## src/rtl/spi_pkg.sv

```systemverilog
// Shared types and constants for the SPI byte master and its half-period timer.
package spi_pkg;

   typedef enum logic [1:0] {
      ST_IDLE  = 2'd0,
      ST_SETUP = 2'd1,
      ST_SHIFT = 2'd2,
      ST_HOLD  = 2'd3
   } spi_state_t;

   localparam logic [7:0] DROP_SAT = 8'hFF;

endpackage

```

## src/rtl/spi_half_tick.sv

```systemverilog
// SCLK half-period timer: one-cycle tick every CLK_DIV cycles while a transfer is active.
module spi_half_tick
   import spi_pkg::*;
#(
   parameter int CLK_DIV = 1
) (
   input  logic       CLK_1KHZ,
   input  logic       RESET,
   input  spi_state_t state,
   output logic       tick
);
   localparam int CNT_W = $clog2(CLK_DIV + 1);

   logic [CNT_W-1:0] cnt_r;
   logic             en_s;
   logic             wrap_s;

   assign en_s   = (state != ST_IDLE);
   assign wrap_s = (cnt_r == CNT_W'(CLK_DIV - 1));
   assign tick   = en_s & wrap_s;

   // Divider counter, held at zero while idle so every transfer starts phase-aligned.
   always_ff @(posedge CLK_1KHZ) begin
      if (RESET) begin
         cnt_r <= {CNT_W{1'b0}};
      end else if (!en_s || wrap_s) begin
         cnt_r <= {CNT_W{1'b0}};
      end else begin
         cnt_r <= cnt_r + CNT_W'(1);
      end
   end

endmodule

```

## src/rtl/spi_byte_master.sv

```systemverilog
// SPI master (CPHA=0, CPOL selectable): one DATA_W-bit transfer per accepted START rising edge,
// with MISO capture and a saturating count of START edges rejected while busy.
module spi_byte_master
   import spi_pkg::*;
#(
   parameter int   DATA_W  = 8,
   parameter int   CLK_DIV = 1,
   parameter logic CPOL    = 1'b0
) (
   input  logic              CLK_1KHZ,
   input  logic              RESET,
   input  logic              START,
   input  logic [DATA_W-1:0] DATA,
   input  logic              MISO,
   output logic              SCLK,
   output logic              MOSI,
   output logic              SS_N,
   output logic [DATA_W-1:0] RX_DATA,
   output logic              DONE,
   output logic              BUSY,
   output logic [7:0]        DROP_CNT
);
   localparam int              HC_W       = $clog2(2*DATA_W + 1);
   localparam logic [HC_W-1:0] LAST_EDGE  = HC_W'(2*DATA_W);
   localparam logic [HC_W-1:0] LAST_TRAIL = HC_W'(2*DATA_W - 1);

   spi_state_t        state_r, state_next_s;
   logic              start_d_r;
   logic              edge_s;
   logic              tick_s;
   logic [DATA_W-1:0] tx_sr_r, tx_sr_next_s, tx_shift_s;
   logic [DATA_W-1:0] rx_sr_r, rx_sr_next_s;
   logic [HC_W-1:0]   half_cnt_r, half_cnt_next_s;
   logic              sclk_r, sclk_next_s;
   logic              mosi_r, mosi_next_s;
   logic              ss_n_r, ss_n_next_s;
   logic [DATA_W-1:0] rx_data_r, rx_data_next_s;
   logic              done_r, done_next_s;
   logic              busy_r;
   logic [7:0]        drop_cnt_r, drop_cnt_next_s;

   assign edge_s     = START & ~start_d_r;
   assign tx_shift_s = {tx_sr_r[DATA_W-2:0], 1'b0};

   assign SCLK     = sclk_r;
   assign MOSI     = mosi_r;
   assign SS_N     = ss_n_r;
   assign RX_DATA  = rx_data_r;
   assign DONE     = done_r;
   assign BUSY     = busy_r;
   assign DROP_CNT = drop_cnt_r;

   spi_half_tick #(.CLK_DIV(CLK_DIV)) u_half_tick (
      .CLK_1KHZ (CLK_1KHZ),
      .RESET    (RESET),
      .state    (state_r),
      .tick     (tick_s)
   );

   // FSM state register.
   always_ff @(posedge CLK_1KHZ) begin
      if (RESET) begin
         state_r <= ST_IDLE;
      end else begin
         state_r <= state_next_s;
      end
   end

   // Next-state and next-value logic for the serial datapath; half_cnt_r counts SCLK edges made.
   always_comb begin
      state_next_s    = state_r;
      tx_sr_next_s    = tx_sr_r;
      rx_sr_next_s    = rx_sr_r;
      half_cnt_next_s = half_cnt_r;
      sclk_next_s     = sclk_r;
      mosi_next_s     = mosi_r;
      ss_n_next_s     = ss_n_r;
      rx_data_next_s  = rx_data_r;
      done_next_s     = 1'b0;
      case (state_r)
         ST_IDLE: begin
            if (edge_s) begin
               tx_sr_next_s    = DATA;
               rx_sr_next_s    = {DATA_W{1'b0}};
               half_cnt_next_s = {HC_W{1'b0}};
               mosi_next_s     = DATA[DATA_W-1];
               ss_n_next_s     = 1'b0;
               state_next_s    = ST_SETUP;
            end else begin
               state_next_s = ST_IDLE;
            end
         end
         ST_SETUP: begin
            if (tick_s) begin
               sclk_next_s     = ~CPOL;
               rx_sr_next_s    = {rx_sr_r[DATA_W-2:0], MISO};
               half_cnt_next_s = HC_W'(1);
               state_next_s    = ST_SHIFT;
            end else begin
               state_next_s = ST_SETUP;
            end
         end
         ST_SHIFT: begin
            if (!tick_s) begin
               state_next_s = ST_SHIFT;
            end else if (half_cnt_r == LAST_EDGE) begin
               state_next_s = ST_HOLD;
            end else if (half_cnt_r[0]) begin
               sclk_next_s     = CPOL;
               half_cnt_next_s = half_cnt_r + HC_W'(1);
               if (half_cnt_r != LAST_TRAIL) begin
                  tx_sr_next_s = tx_shift_s;
                  mosi_next_s  = tx_shift_s[DATA_W-1];
               end else begin
                  mosi_next_s = mosi_r;
               end
            end else begin
               sclk_next_s     = ~CPOL;
               rx_sr_next_s    = {rx_sr_r[DATA_W-2:0], MISO};
               half_cnt_next_s = half_cnt_r + HC_W'(1);
            end
         end
         ST_HOLD: begin
            if (tick_s) begin
               ss_n_next_s    = 1'b1;
               rx_data_next_s = rx_sr_r;
               done_next_s    = 1'b1;
               state_next_s   = ST_IDLE;
            end else begin
               state_next_s = ST_HOLD;
            end
         end
         default: begin
            sclk_next_s  = CPOL;
            ss_n_next_s  = 1'b1;
            state_next_s = ST_IDLE;
         end
      endcase
   end

   // Any START edge outside IDLE is lost; the count sticks at its ceiling.
   always_comb begin
      drop_cnt_next_s = drop_cnt_r;
      if (edge_s && (state_r != ST_IDLE) && (drop_cnt_r != DROP_SAT)) begin
         drop_cnt_next_s = drop_cnt_r + 8'd1;
      end else begin
         drop_cnt_next_s = drop_cnt_r;
      end
   end

   // Datapath and output registers; start_d_r resets high so a START held through reset is not an edge.
   always_ff @(posedge CLK_1KHZ) begin
      if (RESET) begin
         start_d_r  <= 1'b1;
         tx_sr_r    <= {DATA_W{1'b0}};
         rx_sr_r    <= {DATA_W{1'b0}};
         half_cnt_r <= {HC_W{1'b0}};
         sclk_r     <= CPOL;
         mosi_r     <= 1'b0;
         ss_n_r     <= 1'b1;
         rx_data_r  <= {DATA_W{1'b0}};
         done_r     <= 1'b0;
         busy_r     <= 1'b0;
         drop_cnt_r <= 8'd0;
      end else begin
         start_d_r  <= START;
         tx_sr_r    <= tx_sr_next_s;
         rx_sr_r    <= rx_sr_next_s;
         half_cnt_r <= half_cnt_next_s;
         sclk_r     <= sclk_next_s;
         mosi_r     <= mosi_next_s;
         ss_n_r     <= ss_n_next_s;
         rx_data_r  <= rx_data_next_s;
         done_r     <= done_next_s;
         busy_r     <= (state_next_s != ST_IDLE);
         drop_cnt_r <= drop_cnt_next_s;
      end
   end

endmodule

```

## config.mk

```make
export PLATFORM = sky130hd
export DESIGN_NAME = spi_byte_master
export DESIGN_NICKNAME = d
export VERILOG_FILES = /design/src/rtl/spi_pkg.sv /design/src/rtl/spi_half_tick.sv /design/src/rtl/spi_byte_master.sv
export SDC_FILE = /design/constraint.sdc
export NUM_CORES = 1
export LEC_CHECK = 0
export ABC_AREA = 1
export CORE_MARGIN = 1.5
export CORE_UTILIZATION = 58
export DETAILED_ROUTE_END_ITERATION = 8
export GPL_TIMING_DRIVEN = 1
export PLACE_DENSITY = 0.84
export SETUP_SLACK_MARGIN = 0.15
export SYNTH_ARGS = -nofsm -noshare
export SYNTH_HDL_FRONTEND = slang
export SYNTH_SLANG_ARGS = --single-unit
```

## constraint.sdc

```tcl
create_clock -name CLK_1KHZ -period 4.6 [get_ports CLK_1KHZ]
set_input_delay 0.92 -clock CLK_1KHZ [delete_from_list [all_inputs] [get_ports CLK_1KHZ]]
set_output_delay 0.92 -clock CLK_1KHZ [all_outputs]
set_load 0.01 [all_outputs]
```

Yosys cells after proc, flatten, opt, wreduce, memory -nomap -nowiden
Index checks and enable logic that the tools add are counted.

cells by class
  add/subtract/negate cells = 3
  equality and inequality tests = 14
  mux-type cells = 37
  bitwise logic cells = 5
  reduce and logical (&&, ||, !) cells = 19

operators with widths
  kind                   number
  $mux W8                5
  $mux W7                5
  $pmux W8 S3            1
  $mux W5                4
  $ne A2 B2 Y1 const B   8
  $pmux W5 S3            1
  $pmux W7 S2            1
  $mux W1                12
  $reduce_and A6 Y1      2
  $reduce_bool A2 Y1     5
  $add A8 B1 Y8 const B  1
  $mux W2                4
  $ne A8 B8 Y1 const B   1
  $pmux W2 S4            1
  $pmux W1 S2            3
  $add A5 B1 Y5 const B  1
  $eq A5 B5 Y1 const B   1
  $ne A5 B4 Y1 const B   1
  $reduce_and A5 Y1      1
  $eq A2 B2 Y1 const B   2
  $reduce_and A4 Y1      1
  $reduce_or A2 Y1       2
  $not A1 Y1             3
  $reduce_and A3 Y1      1
  9 further kinds        11

word-level totals
  register bits = 45
  word-level logic and storage cells = 91

Longest topological paths before layout
Gate-level depths: netlist of the first run.

  depth in word-level cells = 6
  depth in mapped cells = 12
  mapped depth without buffers = 11

Modules after synthesis
A second synthesis of the first run with hierarchy kept.

unflattened totals
  cells, all modules = 330
  area, all modules = 2358.5 um2

modules (own cells, without submodules)
  module           times used  cells each  area an instance (um2)  seq. area each (um2)
  spi_byte_master  1           326         2327.2                  880.8
  spi_half_tick    1           4           31.3                    20.0

Least setup slack after synthesis of the first run
OpenSTA, ideal clock, no wires.

  path kind = input to register
  start = in START
  end = reg rx_sr_r[0]
  data arrival time = 1618 ps
  path slack = 2868 ps
  cell stages on the path = 8
  path buffers = 1
  cell sequence = nand2_1 nand2_1 nand2_4 nor2_8 nand2_4 buf_6 a21oi_1 nor2_1

on the way
  word-level cells in the longest chain between the ends = 3

ends and longest elaborated chain
  what                                line                    source
  start: declaration                  spi_byte_master.sv:12   input logic START,
  $and A1 B1 Y1                       spi_byte_master.sv:42   assign edge_s = START & ~start_d_r;
  $ne A2 B2 Y1 (no source line)       n/a
  $reduce_and A6 Y1 (no source line)  n/a
  end signal: assignment              spi_byte_master.sv:156  rx_sr_r <= {DATA_W{1'b0}};
  end signal: assignment              spi_byte_master.sv:168  rx_sr_r <= rx_sr_next_s;
  end: declaration                    spi_byte_master.sv:32   logic [DATA_W-1:0] rx_sr_r, rx_sr_next_s;

No other way between the ends.
A chain may end at the register's enable or synchronous reset.

==> results.py, run 1 <==
metrics = {
    "floorplan": {
        "die-area_um2": 4390,
        "die_w_um": 66.3,
        "start_util_pct": 62.0,
        "die_y_um": 66.3,
        "rows": 22,
        "fp.coreArea_um2": 3740,
        "ios": 33,
    },
    "sta": {
        "setup_viol": 0,
        "fmax_ghz": 0.387,
        "finalMaxSlewViolations": 0,
        "finClkSkew_ns": 0.00547,
        "hold_viol": 0,
        "period_minus_slack_ns": 2.58,
        "fin_setup_tns_ns": 0,
        "maxSlewHeadroom_pct": 44.5,
        "tightest_slew_ns": 0.832,
        "rsz0062_at_grt": "false",
        "period_share_pct": 56.1,
        "fin_ws_ns": 2.02,
    },
    "cts": {
        "cts_sinks": 45,
        "cts_buffer_depth": 2,
        "htree_levels": 2,
        "path_clk_slew_ns": 0.09,
        "clk_latency_ns": 0.30,
        "hold_buffers": 0,
        "cts_buffers": 5,
        "cts_setup_buffers": 0,
        "root_buffer": "clkbuf_8",
        "ctsResizeCount": 0,
        "cts_tree": "built",
    },
    "place": {
        "place_congestion": 0.844,
        "io_buffers": 32,
        "place_hpwl_mm": 3.36,
        "dp_slack_ns": 1.69,
        "place_inst": 410,
    },
    "logic_synthesis": {
        "async_flop_share_pct": 0,
        "syn_inst": 338,
        "ys_ff_latch": 45,
        "synth_edf_count": 0,
        "synth_commonest_cells": "nand2_1, nor2_1, dfxtp_1, inv_1, a21oi_1",
        "synthFlopType": "dfxtp_1",
        "yosys_warnings": 0,
        "synth_cell_types": 27,
        "syn_area_um2": 2320,
        "yosysSeqAreaShare_pct": 38.8,
        "synth_top_area_share_pct": 38.8,
        "synthesis.nets": 359,
        "avgSynthCellArea_um2": 6.87,
        "synth_top_cells_by_area": "dfxtp_1, nand2_1, nor2_1, inv_1, ha_1",
        "synthMostInstantiatedCell": "nand2_1",
        "synth.largest_area_cell": "dfxtp_1",
    },
    "route": {
        "firstDrtPassIters": 4,
        "wl_per_cell_um": 11.2,
        "viasPerCell": 4.94,
        "routed_wl_mm": 4.67,
        "via_count": 2067,
        "drc_errors": 0,
        "drtIter0Drc": 136,
        "drtAntennaViolNets": 0,
    },
    "critical_path": {
        "critPathTopFamily": "buffers and inverters",
        "crit_type": "input pin to flop",
        "critPathLaunchType": "input pin",
        "slowest_stage": "clkdlybuf4s50_1",
        "max_stage_delay_ns": 0.76,
        "setup.worst_path.end_class": "flop",
        "worst-path-buf-inv": 3,
        "crit_chain": "clkdlybuf4s50_1 -> inv_1 -> nand2_1 -> clkinv_1 -> a22o_1",
        "worstPathRequired_ns": 4.81,
        "path_max_fanout": 22,
        "crit_arrival_ns": 2.79,
    },
    "global_route": {
        "antenna_found_initial": 0,
        "grt_start_max_net_pins": 23,
        "overflow": 0,
        "grt_pass1_wl_mm": 8.40,
        "first_global_vias": 1929,
        "grt_usage_pct": 24.8,
    },
    "power": {
        "pwr-share-comb_pct": 12.9,
        "p_sw_w": 0.000211,
        "p_int_w": 0.000554,
        "irDropWorstVdd_v": 0.000258,
        "switching_share_pct": 27.6,
        "seq_power_share_pct": 54.4,
        "clock_power_share_pct": 32.7,
        "powerDensity_nw_per_um2": 280,
        "p_leak_nw": 1.26,
    },
    "outcome": {
        "status": "finished clean",
    },
    "worst_hold_path": {
        "hp-class": "flop to flop",
    },
    "finish": {
        "drive_gt1_share_pct": 7.30,
        "layout.nets": 390,
        "diodes": 0,
        "finalNonFillerCells": 418,
        "area_delta_synth_final_pct": 17.6,
    },
    "job": {
        "maxCapViolations": 0,
    },
}
==> path summary, 6_finish.rpt <==
path                         start                         end  slack, ns  cells after the start
max                          RESET     RX_DATA[6]$_SDFFE_PP0P_       2.02                      5
min reg2reg      SCLK$_SDFFE_PP0P_           SCLK$_SDFFE_PP0P_       0.47                      2
max reg2reg  state_r[0]$_SDFF_PP0_  half_cnt_r[4]$_SDFFE_PP0P_       2.33                      8
min              SCLK$_SDFFE_PP0P_           SCLK$_SDFFE_PP0P_       0.47                      2
==> tightest hold or removal path: cells and delay by family (launching register included) <==
family / cells / cell delay [ns]
DFF: 1 / 0.32
AOI/OAI and AO/OA: 1 / 0.05
and+or+nand+nor: 1 / 0.06
==> registers in the layout, summed over array words and instances, names as in the netlist, 2 cells and up <==
signal,count
tx_sr_r,7
RX_DATA,8
state_r,2
rx_sr_r,8
DROP_CNT,8
half_cnt_r,5
==> power groups by stage <==
stage | Combinational (W) | Clock, W | Sequential, W
global placement | 0.0000951 | 0 | 0.000424
finish | 0.0000988 | 0.000250 | 0.000416
global route | 0.000113 | 0.000272 | 0.000419
CTS | 0.0000987 | 0.000257 | 0.000417
floorplan | 0.0000723 | 0 | 0.000424
detailed placement | 0.0000971 | 0 | 0.000426
==> layer usage <==
layer / wire length [um] / vias up / global-route usage, %
met3: 245 / 8 / 5.79
met5: 0 / - / 0
met2: 2240 / 56 / 42.6
li1: - / 1092 / -
met1: 2100 / 911 / 30.5
met4: 80 / 0 / 7.65
==> cell usage in the layout, fill, tap and decap left out <==
master / synthesis / layout
inv_1: 45 / 45
clkdlybuf4s50_1: 0 / 32
inv_6: 0 / 1
nand2_1: 105 / 105
nor2_2: 1 / 1
nor2_8: 1 / 1
or2_2: 1 / 1
o21ai_0: 12 / 12
clkinvlp_4: 0 / 1
inv_2: 3 / 3
conb_1: 1 / 1
o22ai_2: 1 / 1
nand4_1: 4 / 4
ha_1: 9 / 9
nand3_4: 2 / 2
clkbuf_8: 0 / 5
xnor2_1: 2 / 2
xor2_1: 1 / 1
a22o_1: 2 / 2
nand2_4: 6 / 6
clkinv_2: 0 / 1
dfxtp_1: 45 / 45
clkinv_1: 2 / 2
nand2_2: 4 / 4
nor2_1: 47 / 47
a21oi_1: 19 / 19
nand3_1: 16 / 16
o31ai_1: 1 / 1
==> metrics by stage <==
stage          hold WS (ns)  utilization [%]  cell area (um^2)  power, W
2_1_floorplan         0.455                -              2320  0.000496
5_1_grt               0.487             72.9              2730  0.000804
6_report              0.470             72.9              2730  0.000765
3_3_place_gp          0.442             70.5              2640  0.000519
4_1_cts               0.474             72.9              2730  0.000772
3_5_place_dp          0.451             70.5              2640  0.000523
==> area by class of cell <==
class | count | area [um^2]
Clock buffer | 5 | 68.8
Clock inverter | 3 | 21.3
Fill cell | 321 | 1010
Inverter | 50 | 188
Multi-Input combinational cell | 235 | 1170
Sequential cell | 45 | 901
Tap cell | 48 | 60.1
Timing Repair Buffer | 32 | 320
==> cell families after synthesis <==
family / share of synthesized area (%)
AO/OA/AOI/OAI: 8.30
adder cells (fa/ha/maj): 4.85
buffers and inverters: 10.7
flip-flops: 38.8
other: 0.162
XOR/XNOR: 1.13
AND/OR/NAND/NOR: 36.0
Note: power is estimated with default switching activity, not from simulation.
==> inputs of run 2 (changes only) <==
- CORE_UTILIZATION: 58 -> 49
- PLACE_DENSITY: 0.84 -> 0.76
- clock period: 4.6 -> 2.2 ns (I/O delays scaled with it)
==> run 2 against run 1 <==
Sequential cell count stayed put. Critical endpoint unchanged. Worst setup slack worse by 1.6 ns. Critical path type is now flop to flop. Sequential power is 110% higher.
==> results.py, run 2 (synthesized netlist as in run 1, its figures left out) <==
metrics = {
    "outcome": {
        "status": "finished clean",
    },
    "route": {
        "viasPerCell": 4.78,
        "firstDrtPassIters": 6,
        "routed_wl_mm": 4.79,
        "via_count": 2037,
        "wl_per_cell_um": 11.2,
        "drc_errors": 0,
        "drtAntennaViolNets": 0,
        "drtIter0Drc": 139,
    },
    "critical_path": {
        "path_max_fanout": 9,
        "crit_end": "RX_DATA[6]$_SDFFE_PP0P_",
        "max_stage_delay_ns": 0.43,
        "cp-startpoint": "state_r[0]$_SDFF_PP0_",
        "slowest_stage": "dfxtp_1",
        "rr_endpoint": "RX_DATA[6]$_SDFFE_PP0P_",
        "worst-path-buf-inv": 2,
        "worstRegToRegCells": 7,
        "timing.rr.start": "state_r[0]$_SDFF_PP0_",
        "crit_arrival_ns": 2.02,
        "r2r_slack_ns": 0.38,
        "critPathTopFamily": "simple AND/OR/NAND/NOR gates",
        "crit_chain": "inv_1 -> ha_1 -> nor2_1 -> nand2_1 -> nand2_1 -> clkinv_1 -> a22o_1",
        "path_depth": 7,
        "crit_top_cell": "nand2_1",
        "crit_type": "flop to flop",
        "setup.worst_path.end_class": "flop",
        "worstPathRequired_ns": 2.40,
        "critPathLaunchType": "flop",
    },
    "sta": {
        "hold_viol": 0,
        "rsz0062_at_grt": "false",
        "setup_viol": 0,
        "fin_ws_ns": 0.382,
        "finalMaxSlewViolations": 0,
        "fin_setup_tns_ns": 0,
        "fmax_ghz": 0.550,
        "period_minus_slack_ns": 1.82,
        "finClkSkew_ns": 0.00584,
        "period_share_pct": 82.6,
    },
    "power": {
        "finalPower_w": 0.00173,
        "p_leak_nw": 1.30,
        "irDropWorstVdd_v": 0.000406,
        "powerDensity_nw_per_um2": 618,
    },
    "floorplan": {
        "start_util_pct": 52.2,
        "fp.coreArea_um2": 4440,
        "die_w_um": 71.8,
        "rows": 24,
        "die_y_um": 71.8,
        "die-area_um2": 5160,
        "ios": 33,
    },
    "finish": {
        "drive_gt1_share_pct": 8.56,
        "final_util_pct": 62.9,
        "design_area_um2": 2800,
        "diodes": 0,
        "layout.nets": 394,
        "layout.cells.most_common": "nand2_1",
        "area_delta_synth_final_pct": 20.5,
        "final_cell_mix": "nand2_1, nor2_1, dfxtp_1, inv_1, clkdlybuf4s50_1",
    },
    "cts": {
        "hold_buffers": 0,
        "root_buffer": "clkbuf_8",
        "clk_latency_ns": 0.30,
        "cts_buffers": 5,
        "cts_tree": "built",
        "htree_levels": 2,
        "cts_buffer_depth": 2,
        "path_clk_slew_ns": 0.09,
        "cts_sinks": 45,
    },
    "job": {
        "maxCapViolations": 0,
    },
    "global_route": {
        "grt_usage_pct": 20.3,
        "overflow": 0,
        "first_global_vias": 1932,
        "antenna_found_initial": 0,
        "grt_pass1_wl_mm": 8.40,
        "grt_start_max_net_pins": 22,
    },
    "worst_hold_path": {
        "hp-class": "flop to flop",
    },
    "place": {
        "place_hpwl_mm": 3.50,
        "io_buffers": 32,
        "place_congestion": 0.870,
        "dp_slack_ns": 0.310,
        "detailed_place.area_um2": 2680,
    },
}
run 2: cell types whose count changed in the layout (fill, tap and decap cells not counted), sizes merged:
cell	previous run	this run
clkinvlp	1	0
bufinv	0	1
buf	0	4
run 2: report_power, final:
| group | internal, W | switching (W) |
|---|---|---|
| combinational | 0.0000855 | 0.000123 |
| clock | 0.000348 | 0.000301 |
| sequential | 0.000850 | 0.0000210 |
run 2: repair_timing:
action,in CTS,in global routing
gates resized for setup,0,1
buffers inserted,0,0
endpoints found under the setup margin,0,9
hold endpoints to repair,0,0
run 2: worst min path at each step:
| stage | slack, ns | to | start | depth (start not counted) |
|---|---|---|---|---|
| finish | 0.47 | SCLK$_SDFFE_PP0P_ | SCLK$_SDFFE_PP0P_ | 2 |
| global route | 0.50 | RX_DATA[5]$_SDFFE_PP0P_ | RX_DATA[5]$_SDFFE_PP0P_ | 2 |
| CTS | 0.47 | SCLK$_SDFFE_PP0P_ | SCLK$_SDFFE_PP0P_ | 2 |
| detailed placement | 0.45 | RX_DATA[5]$_SDFFE_PP0P_ | RX_DATA[5]$_SDFFE_PP0P_ | 2 |
| global placement | 0.45 | SCLK$_SDFFE_PP0P_ | SCLK$_SDFFE_PP0P_ | 2 |
| floorplan | 0.45 | rx_sr_r[1]$_SDFFE_PP0P_ | rx_sr_r[0]$_SDFFE_PP0P_ | 2 |
run 2: metal layers:
| metal | part of all wire (%) | track usage, % | routed length [um] | vias to the layer above |
|---|---|---|---|---|
| met5 | 0 | 0 | 0 | - |
| met2 | 46 | 34.0 | 2210 | 27 |
| li1 | - | - | - | 1099 |
| met1 | 50 | 26.6 | 2390 | 907 |
| met4 | 0.75 | 4.82 | 36 | 0 |
| met3 | 3.2 | 4.92 | 154 | 4 |
run 2: worst reg2reg max path, stage by stage, from the launching register on:
cell and delay (ns):
dfxtp_1 0.43, inv_1 0.10, ha_1 0.27, nor2_1 0.23, nand2_1 0.13, nand2_1 0.09
clkinv_1 0.21, a22o_1 0.25
run 2: cell type report:
class	count	area, um^2
inverter	50	188
clock buffer	5	68.8
multi-input combinational	235	1170
fill	416	1650
clock inverter	3	50.0
sequential	45	901
tap	52	65.1
timing repair buffer	36	350
run 2: through the flow:
| step | hold slack [ns] | std cells |
|---|---|---|
| 3_5_place_dp | 0.452 | 418 |
| 4_1_cts | 0.473 | 426 |
| 5_1_grt | 0.498 | 426 |
| 6_report | 0.468 | 426 |
| 3_3_place_gp | 0.447 | 418 |
| 2_1_floorplan | 0.455 | 338 |
==> inputs of run 3 (changes only) <==
- clock period: 2.2 -> 1.5 ns (I/O delays scaled with it)
==> run 3 against run 2 <==
The flow now finishes with violations (design-rule violations, negative setup slack). Fmax up 14%. Cell count up 8.9%. Worst hold slack worse by 0.013 ns. Critical path depth up 5. Sequential power up 47%. Clock skew up 0.0029 ns. Via count up 14%. Worst setup slack worse by 0.48 ns. Clock power up 24%. Sequential share of layout area down 5.1 points. Core utilization up 13 points. Sequential cell count unchanged. Largest cell class unchanged.
==> results.py, run 3 (synthesized netlist as in run 1, its figures left out) <==
metrics = {
    "outcome": {
        "status": "complete, but fails checks",
        "failed_checks": "design-rule violations, negative setup slack",
    },
    "place": {
        "detailed_place.area_um2": 2890,
        "io_buffers": 32,
        "place_congestion": 0.820,
        "place_hpwl_mm": 3.59,
        "place_inst": 435,
    },
    "sta": {
        "holdWs_ns": 0.456,
        "period_share_pct": 106,
        "period_minus_slack_ns": 1.59,
        "fmax_ghz": 0.628,
        "finClkSkew_ns": 0.00871,
        "fin_setup_tns_ns": -0.613,
        "setup_viol": 19,
        "rsz0062_at_grt": "true",
        "fin_ws_ns": -0.0932,
        "hold_viol": 0,
        "finalMaxSlewViolations": 0,
    },
    "finish": {
        "multi_input_area_um2": 1480,
        "seq_area_um2": 918,
        "design_area_um2": 3390,
        "fillers": 300,
        "final_cell_mix": "nand2_1, inv_1, nor2_1",
        "layout.cells.most_common": "nand2_1",
        "diodes": 0,
        "drive_gt1_share_pct": 32.5,
        "finalNonFillerCells": 464,
        "area_delta_synth_final_pct": 45.9,
        "layout.nets": 432,
    },
    "critical_path": {
        "crit_type": "flop to flop",
        "worstRegToRegCells": 12,
        "crit_top_cell": "nand2_8",
        "crit_arrival_ns": 1.81,
        "max_stage_delay_ns": 0.34,
        "setup.worst_path.end_class": "flop",
        "critPathLaunchType": "flop",
        "path_max_fanout": 5,
        "worstPathRequired_ns": 1.72,
        "crit_chain": "inv_2 -> buf_6 -> ha_4 -> inv_4 -> nand2_8 -> nand2_8 -> nand2_8 -> nor2_8 -> buf_6 -> nand3_2 -> nand2_1 -> nor2_1",
        "slowest_stage": "dfxtp_2",
    },
    "cts": {
        "htree_levels": 2,
        "clk_latency_ns": 0.31,
        "cts_buffer_depth": 2,
        "cts_tree": "built",
        "cts_buffers": 5,
        "hold_buffers": 0,
        "cts_sinks": 45,
        "root_buffer": "clkbuf_8",
        "path_clk_slew_ns": 0.10,
    },
    "floorplan": {
        "die_y_um": 71.8,
        "die-area_um2": 5160,
        "fp.coreArea_um2": 4440,
        "ios": 33,
        "die_w_um": 71.8,
        "rows": 24,
        "start_util_pct": 52.2,
    },
    "global_route": {
        "use_met3_pct": 5.34,
        "antenna_found_initial": 0,
        "grt_usage_pct": 23.3,
        "grt_start_max_net_pins": 22,
        "grtUsageMet2_pct": 40.3,
        "grt.busiest_layer": "met2",
        "overflow": 0,
        "gr-usage-met1_pct": 27.6,
        "first_global_vias": 2206,
        "grt_pass1_wl_mm": 9.56,
    },
    "power": {
        "clock_power_share_pct": 31.9,
        "switching_share_pct": 29.6,
        "finalPower_w": 0.00253,
        "p_leak_nw": 1.60,
        "pwr-share-comb_pct": 17.5,
        "p_sw_w": 0.000748,
        "powerDensity_nw_per_um2": 746,
        "p_int_w": 0.00178,
        "seq_power_share_pct": 50.6,
        "irDropWorstVdd_v": 0.000533,
    },
    "route": {
        "wl_per_cell_um": 12.8,
        "drtIter0Drc": 143,
        "routed_wl_mm": 5.93,
        "firstDrtPassIters": 6,
        "drc_errors": 1,
        "via_count": 2320,
        "drtAntennaViolNets": 0,
        "viasPerCell": 5.00,
    },
    "job": {
        "maxCapViolations": 0,
    },
    "worst_hold_path": {
        "hp-class": "flop to flop",
        "hold_path_depth": 2,
    },
}
run 3: area by class of cell:
cell class                 count  share of cell area, %
clock buffer                   5                   2.03
multi-input combinational    237                   43.7
inverter                      50                   6.10
sequential                    45                   27.1
clock inverter                 3                  0.739
tap                           52                   1.92
timing repair buffer          72                   18.4
run 3: per-stage QoR:
| step | setup WS (ns) | util (%) |
|---|---|---|
| after floorplan | 0.0661 | - |
| after global placement | -0.155 | 64.9 |
| after detailed placement | -0.177 | 64.9 |
| after CTS | -0.0583 | 72.0 |
| after global routing | -0.149 | 76.2 |
| final | -0.0932 | 76.2 |
run 3: final timing paths:
path	from	to	slack, ns
hold / removal	RX_DATA[1]$_SDFFE_PP0P_	RX_DATA[1]$_SDFFE_PP0P_	0.46
setup reg to reg	state_r[0]$_SDFF_PP0_	rx_sr_r[4]$_SDFFE_PP0P_	-0.09
hold reg to reg	RX_DATA[1]$_SDFFE_PP0P_	RX_DATA[1]$_SDFFE_PP0P_	0.46
setup / recovery	state_r[0]$_SDFF_PP0_	rx_sr_r[4]$_SDFFE_PP0P_	-0.09
run 3: timing repair:
| action | in CTS | in global routing |
|---|---|---|
| pin swaps | 18 | 19 |
| buffers inserted | 10 | 9 |
| cloned | 2 | 0 |
| resized for setup | 63 | 40 |
| setup endpoints to repair | 60 | 43 |
run 3: metal layers:
| layer | up-vias | wire, um |
|---|---|---|
| met5 | - | 0 |
| met4 | 0 | 129 |
| met3 | 11 | 324 |
| met2 | 63 | 3020 |
| met1 | 1065 | 2460 |
| li1 | 1181 | - |
run 3: worst max-delay path: cells and delay by family (launching register included):
kind,cells,cell delay (ns)
flops,1,0.34
buf+inv,4,0.39
simple gates,7,0.60
fa+ha+maj,1,0.18
run 3: power by group through the flow:
stage	Clock, W	Combinational [W]	Sequential, W
floorplan	0	0.000240	0.00130
global placement	0	0.000338	0.00130
detailed placement	0	0.000348	0.00130
CTS	0.000814	0.000398	0.00128
global route	0.000859	0.000487	0.00128
finish	0.000806	0.000442	0.00128
